$ cat src/rtl/i2s_transmitter.sv
// ---------------------------------------------------------------------------
// i2s_transmitter
//   I2S (Philips) master transmitter. Pops {left,right} stereo samples from a
//   sync FIFO with a one-cycle registered read, double-buffers them in a
//   shadow register and serializes each frame MSB-first on SD, with SCK and
//   WS generated from clk. All outputs are registered.
//
// Ports
//   clk               system clock
//   rst_n             synchronous, active-low reset
//   enable_i          1 = run, 0 = return to idle on the next clk
//   fifo_rd_en_o      one-clk pop request, only issued while FIFO non-empty
//   fifo_empty_i      FIFO empty flag
//   fifo_read_data_i  {left,right}, valid the clk after fifo_rd_en_o
//   i2s_sck_o         bit clock (period 2*CLK_DIV clk)
//   i2s_ws_o          word select, 0 = left, 1 = right (leads data by a bit)
//   i2s_sd_o          serial data, updated on SCK falling edges
//   underrun_o        one-clk pulse when a frame starts with no sample ready
//   busy_o            1 while prefetching or running
// ---------------------------------------------------------------------------
module i2s_transmitter #(
    parameter int DATA_WIDTH = 16,
    parameter int SLOT_WIDTH = 32,
    parameter int CLK_DIV    = 2
) (
    input  logic                    clk,
    input  logic                    rst_n,
    input  logic                    enable_i,
    output logic                    fifo_rd_en_o,
    input  logic                    fifo_empty_i,
    input  logic [2*DATA_WIDTH-1:0] fifo_read_data_i,
    output logic                    i2s_sck_o,
    output logic                    i2s_ws_o,
    output logic                    i2s_sd_o,
    output logic                    underrun_o,
    output logic                    busy_o
);

    localparam int CW   = $clog2(2 * SLOT_WIDTH);
    localparam int DIVW = $clog2(CLK_DIV);
    localparam int FW   = 2 * DATA_WIDTH;

    localparam logic [CW-1:0]   BIT_LAST    = CW'(2 * SLOT_WIDTH - 1);
    localparam logic [CW-1:0]   BIT_RSTART  = CW'(SLOT_WIDTH);
    localparam logic [CW-1:0]   BIT_ZERO    = CW'(0);
    localparam logic [DIVW-1:0] DIV_LAST    = DIVW'(CLK_DIV - 1);
    localparam logic [DIVW-1:0] DIV_ZERO    = DIVW'(0);
    localparam logic [DIVW-1:0] DIV_ONE     = DIVW'(1);
    localparam logic [CW-1:0]   BIT_ONE     = CW'(1);
    localparam logic [FW-1:0]   FRAME_ZERO  = {FW{1'b0}};

    typedef enum logic [1:0] {
        ST_IDLE     = 2'd0,
        ST_PREFETCH = 2'd1,
        ST_RUN      = 2'd2
    } state_e;

    // Serial data bit for frame position b: left slot, then right slot,
    // each carrying DATA_WIDTH bits MSB-first followed by zero padding.
    function automatic logic sd_bit_f(input logic [FW-1:0] frame,
                                      input logic [CW-1:0] b);
        int            bi;
        logic [FW-1:0] sh;
        bi = int'(b);
        if (bi < DATA_WIDTH) begin
            sh = frame >> (FW - 1 - bi);
        end else if ((bi >= SLOT_WIDTH) && (bi < SLOT_WIDTH + DATA_WIDTH)) begin
            sh = frame >> (DATA_WIDTH - 1 - (bi - SLOT_WIDTH));
        end else begin
            sh = FRAME_ZERO;
        end
        return sh[0];
    endfunction

    // WS switches one bit ahead of the slot boundary it announces.
    function automatic logic ws_bit_f(input logic [CW-1:0] b);
        int bi;
        bi = int'(b);
        return (bi >= SLOT_WIDTH - 1) && (bi != 2 * SLOT_WIDTH - 1);
    endfunction

    state_e          state_q, state_d;
    logic [DIVW-1:0] div_q, div_d;
    logic [CW-1:0]   bit_cnt_q, bit_cnt_d;
    logic [FW-1:0]   frame_q, frame_d;
    logic [FW-1:0]   shadow_q, shadow_d;
    logic            shadow_valid_q, shadow_valid_d;
    logic            rd_pend_q, rd_pend_d;
    logic            rd_en_q, rd_en_d;
    logic            sck_q, sck_d;
    logic            ws_q, ws_d;
    logic            sd_q, sd_d;
    logic            underrun_q, underrun_d;
    logic            busy_q, busy_d;
    logic [CW-1:0]   bit_next_s;

    // Next-state logic: sequencing, SCK divider, bit counter, frame/shadow handling.
    always_comb begin
        state_d        = state_q;
        div_d          = div_q;
        bit_cnt_d      = bit_cnt_q;
        frame_d        = frame_q;
        shadow_d       = shadow_q;
        shadow_valid_d = shadow_valid_q;
        // A pop issued last clk has its data on the bus this clk.
        rd_pend_d      = rd_en_q;
        rd_en_d        = 1'b0;
        sck_d          = sck_q;
        ws_d           = ws_q;
        sd_d           = sd_q;
        underrun_d     = 1'b0;
        bit_next_s     = (bit_cnt_q == BIT_LAST) ? BIT_ZERO : (bit_cnt_q + BIT_ONE);

        if (!enable_i) begin
            // Abandon everything, including data of a pop already in flight.
            state_d        = ST_IDLE;
            div_d          = DIV_ZERO;
            bit_cnt_d      = BIT_LAST;
            frame_d        = FRAME_ZERO;
            shadow_valid_d = 1'b0;
            rd_pend_d      = 1'b0;
            sck_d          = 1'b0;
            ws_d           = 1'b0;
            sd_d           = 1'b0;
        end else begin
            case (state_q)
                ST_IDLE: begin
                    state_d = ST_PREFETCH;
                end
                ST_PREFETCH: begin
                    if (rd_pend_q) begin
                        shadow_d       = fifo_read_data_i;
                        shadow_valid_d = 1'b1;
                        state_d        = ST_RUN;
                    end else if (!rd_en_q && !fifo_empty_i) begin
                        rd_en_d = 1'b1;
                    end else begin
                        rd_en_d = 1'b0;
                    end
                end
                ST_RUN: begin
                    if (rd_pend_q) begin
                        shadow_d       = fifo_read_data_i;
                        shadow_valid_d = 1'b1;
                    end else begin
                        shadow_d       = shadow_q;
                    end

                    if (div_q == DIV_LAST) begin
                        div_d = DIV_ZERO;
                        sck_d = ~sck_q;
                        if (sck_q) begin
                            // Falling edge: advance to the next bit position.
                            bit_cnt_d = bit_next_s;
                            if (bit_next_s == BIT_ZERO) begin
                                if (shadow_valid_q) begin
                                    frame_d        = shadow_q;
                                    shadow_valid_d = 1'b0;
                                end else begin
                                    frame_d    = FRAME_ZERO;
                                    underrun_d = 1'b1;
                                end
                            end else begin
                                frame_d = frame_q;
                            end
                            // Single refill attempt per frame, at the start of the right slot.
                            if ((bit_next_s == BIT_RSTART) && !fifo_empty_i) begin
                                rd_en_d = 1'b1;
                            end else begin
                                rd_en_d = 1'b0;
                            end
                            sd_d = sd_bit_f(frame_d, bit_next_s);
                            ws_d = ws_bit_f(bit_next_s);
                        end else begin
                            bit_cnt_d = bit_cnt_q;
                        end
                    end else begin
                        div_d = div_q + DIV_ONE;
                    end
                end
                default: begin
                    state_d = ST_IDLE;
                end
            endcase
        end

        busy_d = (state_d != ST_IDLE);
    end

    // State and output registers with synchronous active-low reset.
    always_ff @(posedge clk) begin
        if (!rst_n) begin
            state_q        <= ST_IDLE;
            div_q          <= DIV_ZERO;
            bit_cnt_q      <= BIT_LAST;
            frame_q        <= FRAME_ZERO;
            shadow_q       <= FRAME_ZERO;
            shadow_valid_q <= 1'b0;
            rd_pend_q      <= 1'b0;
            rd_en_q        <= 1'b0;
            sck_q          <= 1'b0;
            ws_q           <= 1'b0;
            sd_q           <= 1'b0;
            underrun_q     <= 1'b0;
            busy_q         <= 1'b0;
        end else begin
            state_q        <= state_d;
            div_q          <= div_d;
            bit_cnt_q      <= bit_cnt_d;
            frame_q        <= frame_d;
            shadow_q       <= shadow_d;
            shadow_valid_q <= shadow_valid_d;
            rd_pend_q      <= rd_pend_d;
            rd_en_q        <= rd_en_d;
            sck_q          <= sck_d;
            ws_q           <= ws_d;
            sd_q           <= sd_d;
            underrun_q     <= underrun_d;
            busy_q         <= busy_d;
        end
    end

    assign fifo_rd_en_o = rd_en_q;
    assign i2s_sck_o    = sck_q;
    assign i2s_ws_o     = ws_q;
    assign i2s_sd_o     = sd_q;
    assign underrun_o   = underrun_q;
    assign busy_o       = busy_q;

endmodule

$ cat config.mk
export PLATFORM = sky130hd
export DESIGN_NAME = i2s_transmitter
export DESIGN_NICKNAME = d
export VERILOG_FILES = /design/src/rtl/i2s_transmitter.sv
export SDC_FILE = /design/constraint.sdc
export NUM_CORES = 1
export LEC_CHECK = 0
export ABC_AREA = 1
export BUFFER_PORTS_ARGS = -buffer_cell sky130_fd_sc_hd__buf_2
export CAP_MARGIN = 5
export CORE_ASPECT_RATIO = 1.25
export CORE_MARGIN = 3
export CORE_UTILIZATION = 35
export DETAILED_ROUTE_END_ITERATION = 7
export GPL_TIMING_DRIVEN = 0
export PLACE_DENSITY = 0.58
export SYNTH_ARGS = -nofsm -noshare
export SYNTH_HDL_FRONTEND = slang
export SYNTH_SLANG_ARGS = --single-unit
$ cat constraint.sdc
create_clock -name clk -period 3.9 [get_ports clk]
set_clock_uncertainty 0.1 [all_clocks]
set_input_delay 0.195 -clock clk [delete_from_list [all_inputs] [get_ports clk]]
set_output_delay 0.195 -clock clk [all_outputs]
set_load 0.01 [all_outputs]
Yosys cells after proc, flatten, opt, wreduce, memory -nomap -nowiden
Cells that the tools add are included.

Output and inout port bits: 6. Word-level logic and storage cells: 72. Input port bits: 36. Flip-flop bits (word level): 81.

Mux-type cells: 26. Shifts and indexed selects: 2. Eq/ne operators: 5. Order comparisons: 4. $add $sub $neg: 5. Bitwise gates (word level): 1. Reduce and logical (&&, ||, !) cells: 16.

Operator list (count): 32-bit 2-to-1 mux (6); 32-bit by 32-bit right shift with 1-bit output (2); 1-bit 2-to-1 mux (14); 6-bit == test, second input constant (2); 5-bit by 7-bit subtractor with 8-bit output, first input constant (1); 5-bit by 6-bit subtractor with 7-bit output, first input constant (1); 6-bit by 6-bit subtractor with 7-bit output, second input constant (1); 6-bit by 1-bit adder with 6-bit output, second input constant (1); 6-bit by 5-bit >= comparator with 1-bit output, second input constant (1); 6-bit >= comparator, second input constant (1); 6-bit zero test (1); 6-bit by 5-bit < comparator with 1-bit output, second input constant (1); 6-bit < comparator, second input constant (1); 6-bit 2-to-1 mux (1); 6-bit by 1-bit != test with 1-bit output, second input constant (1); 2-bit case mux with 3 select lines (1); 3-bit AND reduction (2); 6-bit AND reduction (1); 1-bit logical AND (4); 2-bit 2-to-1 mux (2); 1-bit case mux with 2 select lines (2); 2-bit AND reduction (2); 2-bit nonzero test (2); 2-bit by 1-bit == test with 1-bit output, second input constant (1); 6 further kinds (7).

Logic depth before layout (Yosys ltp)
Depth in word-level cells: 11. Gate-level depth with buffers: 19.

Least setup slack after synthesis
Ideal clock, no wire load.

Kind: reg-to-reg. From: reg bit_cnt_q[1]. To: reg sd_q (netlist: i2s_sd_o). Data arrival time: 2496 ps. Stages on the path, launching flop included: 19. Period minus slack after synthesis: 2709 ps. Library setup time: 113 ps. Slack: 1191 ps. Cells stage by stage: dfxtp_1 -> ha_1 -> nand2_2 -> nor2_2 -> nand2_1 -> nand3_1 -> o21a_1 -> ha_1 -> clkbuf_1 -> clkbuf_1 -> nand4_1 -> nand3_1 -> nand3_1 -> nand3_1 -> nand3_1 -> nand2_1 -> nand2_1 -> nand3_1 -> nand2_1.

Word-level cells in the longest chain between the ends: 11.

Ends and longest elaborated chain: start: declaration (line 84) `logic [CW-1:0] bit_cnt_q, bit_cnt_d;`; start signal: assignment (line 209) `bit_cnt_q <= bit_cnt_d;`; 6-bit by 1-bit adder with 6-bit output / 6-bit == test (equally long branches) (line 112) `bit_next_s = (bit_cnt_q == BIT_LAST) ? BIT_ZERO : (bit_cnt_q + BIT_ONE);`; 6-bit 2-to-1 mux (*) (line 112); branches (longest 8 deep; another with 5-bit by 7-bit subtractor with 8-bit output); 1-bit 2-to-1 mux (*) (line 65) `if (bi < DATA_WIDTH) begin`; end signal: assignment (line 203) `sd_q <= 1'b0;`; end signal: assignment (line 217) `sd_q <= sd_d;`; end: declaration (line 92) `logic sd_q, sd_d;`.

Mark *: on every way between the ends. The select of a mux whose other input is x is not followed. A chain may end at the register's enable or synchronous reset.

Worst setup path after layout
Ends and elaborated chain as after synthesis.

==> flow_summary.toml <==
[layout]
num-fill-cells = 1162
finalNetCount = 673
syn_to_final_growth_pct = 18.2
drive_gt1_share_pct = 11.4
design_area_mm2 = 0.00473
antenna_cells = 0
finish.utilization_pct = 42.4

[timing]
timing.final.crit_share_pct = 89.2
finalHoldViolCount = 0
max_slew.worst_pin.slew_ns = 0.535
fmax_ghz = 0.288
finalSetupViolations = 0
hold-worst-slack_ns = 0.0323
rsz0062_at_grt = "false"
fin_crit_ns = 3.48
slew_headroom_pct = 64.3
fin_tns_setup_ns = 0
drv_slew = 0

[synth]
ys.flop_type = "dfxtp_1"
synth_edf_count = 0
synth_nets = 620
syn_area_mm2 = 0.00400
ys_ff_latch = 81
synth_largest_area_cell = "dfxtp_1"
synth.distinct_cells = 25
yosysMostFrequentCell = "nand3_1"
syn_inst = 573
netlist_top_cells_count = "nand3_1, inv_1, nand2_1, dfxtp_1, o21ai_0"
synth_area_per_cell_um2 = 6.98
synthDominantCellAreaShare_pct = 40.6
synth.yosys.seq_area_share_pct = 40.6
synth_area_leaders = "dfxtp_1, nand3_1, o21ai_0, inv_1, nand2_1"
yosys_warnings = 0
synthArstFlopShare_pct = 0

[detailed_routing]
firstDrtPassIters = 7
initialDrtViolationCount = 241
drcViolationCount = 0
wl_um = 10700
routed_via_density = 5.16
vias = 3949
ant_nets = 0
wl_per_cell_um = 13.9

[placement]
port_buffers = 41
dpl_cell_area_mm2 = 0.00437
hpwl_um = 8140
gp_congestion = 0.877

[cts]
cts.sinks = 81
tritoncts = "yes"
cts_root_buf = "clkbuf_16"
clk_path_buf_depth = 2
clock_latency_ns = 0.34
cts_hold_buf = 1
numCtsBuffers = 9
cts.clk_slew.worst_paths_ns = 0.06
post_cts_buffers = 0
cts-htree-levels = 3
cts-resized-gates = 0

[run_status]
status = "completed"

[floorplanning]
chipHeight_um = 125
dieArea_mm2 = 0.0127
core_mm2 = 0.0111
die_w_um = 102
initial_core_util_pct = 35.9
num_rows = 43
io_pins = 42

[hold_path]
hp-start = "fifo_read_data_i[9]"
worst_hold_path.endpoint = "shadow_q[9]$_SDFFE_PN0P_"
hold_depth = 3
hold_path.class = "input port to register"

[critical_path]
critPathRequiredTime_ns = 4.04
r2r_slack_ns = 0.42
crit_fanout = 10
cp-start-kind = "register"
r2r-end = "i2s_sd_o$_SDFFE_PN0P_"
rr_worst_depth = 18
reg2reg_from = "bit_cnt_q[1]$_SDFFE_PN1P_"
critical_path_arrival_ns = 3.61
critPathKind = "register to register"
crit_path_end_kind = "register"

[power_and_ir_drop]
power_leakage_nw = 1.96
power_density_mw_per_mm2 = 391
ir_worst_vdd_uv = 238
power_mw = 1.85

[global_routing]
grt_pass1_wl_um = 17800
antenna_found_initial = 0
grt-ovfl-total = 0
grt_max_degree = 14
grt_util_all_layers_pct = 17.5
grt_pass1_vias = 3712

[flow_run]
drv_cap = 0
[final cells by class]
type                            instances  area [um2]  share of cell area, %
Sequential cell                        81        1620                   34.3
Clock inverter                          5         103                   2.17
Clock buffer                           11         243                   5.14
Inverter                               93         349                   7.38
Multi-Input combinational cell        365        1890                   39.9
Timing Repair Buffer                   42         215                   4.55
Tap cell                              135         169                   3.57
Buffer                                 34         140                   2.96
[metrics by stage]
stage          instances  worst slack (ns)
2_1_floorplan        573              1.19
3_3_place_gp         749             0.537
3_5_place_dp         749             0.456
4_1_cts              766             0.424
5_1_grt              766            0.0689
6_report             766             0.422
[layout by cell type, fill, tap and decap left out, types with 2 or more instances in the layout]
cell       instances
bufinv_16          3
ha_1              11
o21ai_0           71
clkbuf_1          24
a22oi_1            4
nand2_2            2
nand2_1           87
dfxtp_1           81
a21oi_1           40
nand3_1          100
nand4_1           29
nor2_1            10
inv_1             93
clkbuf_16          9
buf_2             51
[where the power goes]
group / total (mW) / leakage, nW / switching, mW / internal [mW]
Combinational: 0.0453 / 1.14 / 0.0253 / 0.0200
Sequential: 0.829 / 0.653 / 0.000866 / 0.829
Clock: 0.975 / 0.166 / 0.333 / 0.642
[worst max-delay path by stage]
stage / start / to / slack [ns] / cells after the start
2_1_floorplan: bit_cnt_q[1]$_SDFFE_PN1P_ / i2s_sd_o$_SDFFE_PN0P_ / 1.19 / 18
3_3_place_gp: bit_cnt_q[1]$_SDFFE_PN1P_ / i2s_sd_o$_SDFFE_PN0P_ / 0.54 / 18
3_5_place_dp: bit_cnt_q[1]$_SDFFE_PN1P_ / i2s_sd_o$_SDFFE_PN0P_ / 0.46 / 18
4_1_cts: bit_cnt_q[1]$_SDFFE_PN1P_ / i2s_sd_o$_SDFFE_PN0P_ / 0.42 / 18
5_1_grt: bit_cnt_q[1]$_SDFFE_PN1P_ / i2s_sd_o$_SDFFE_PN0P_ / 0.07 / 18
6_report: bit_cnt_q[1]$_SDFFE_PN1P_ / i2s_sd_o$_SDFFE_PN0P_ / 0.42 / 18
[cells by family (layout without fill, tap and decap cells)]
logic type | count (synthesis) | after routing | synth area share [%]
simple gates | 235 | 235 | 28.0
flops | 81 | 81 | 40.6
fa+ha+maj | 11 | 11 | 3.44
buf+inv | 127 | 185 | 12.2
compound gates | 119 | 119 | 15.7
[sequential cells by signal (all words and copies together), names as in the netlist, 2 cells and up]
name       cells
frame_q       32
state_q        2
shadow_q      32
bit_cnt_q      6
[routing by layer]
metal	global-route usage, %	wire [um]	vias up
met5	0	0	-
met4	8.22	325	0
met3	2.57	412	20
met2	29.4	5180	98
met1	21.7	4770	1808
li1	-	-	2023
[worst max-delay path: stages (launching register included)]
cell      delay (ns)
dfxtp_1         0.44
ha_1            0.24
nand2_2         0.11
nor2_2          0.12
nand2_1         0.08
nand3_1         0.08
o21a_1          0.23
ha_1            0.18
clkbuf_1        0.42
clkbuf_1        0.39
nand4_1         0.24
nand3_1         0.14
nand3_1         0.08
nand3_1         0.09
nand3_1         0.08
nand2_1         0.15
nand2_1         0.08
nand3_1         0.09
nand2_1         0.04
Power figures use the tool's default switching activity.
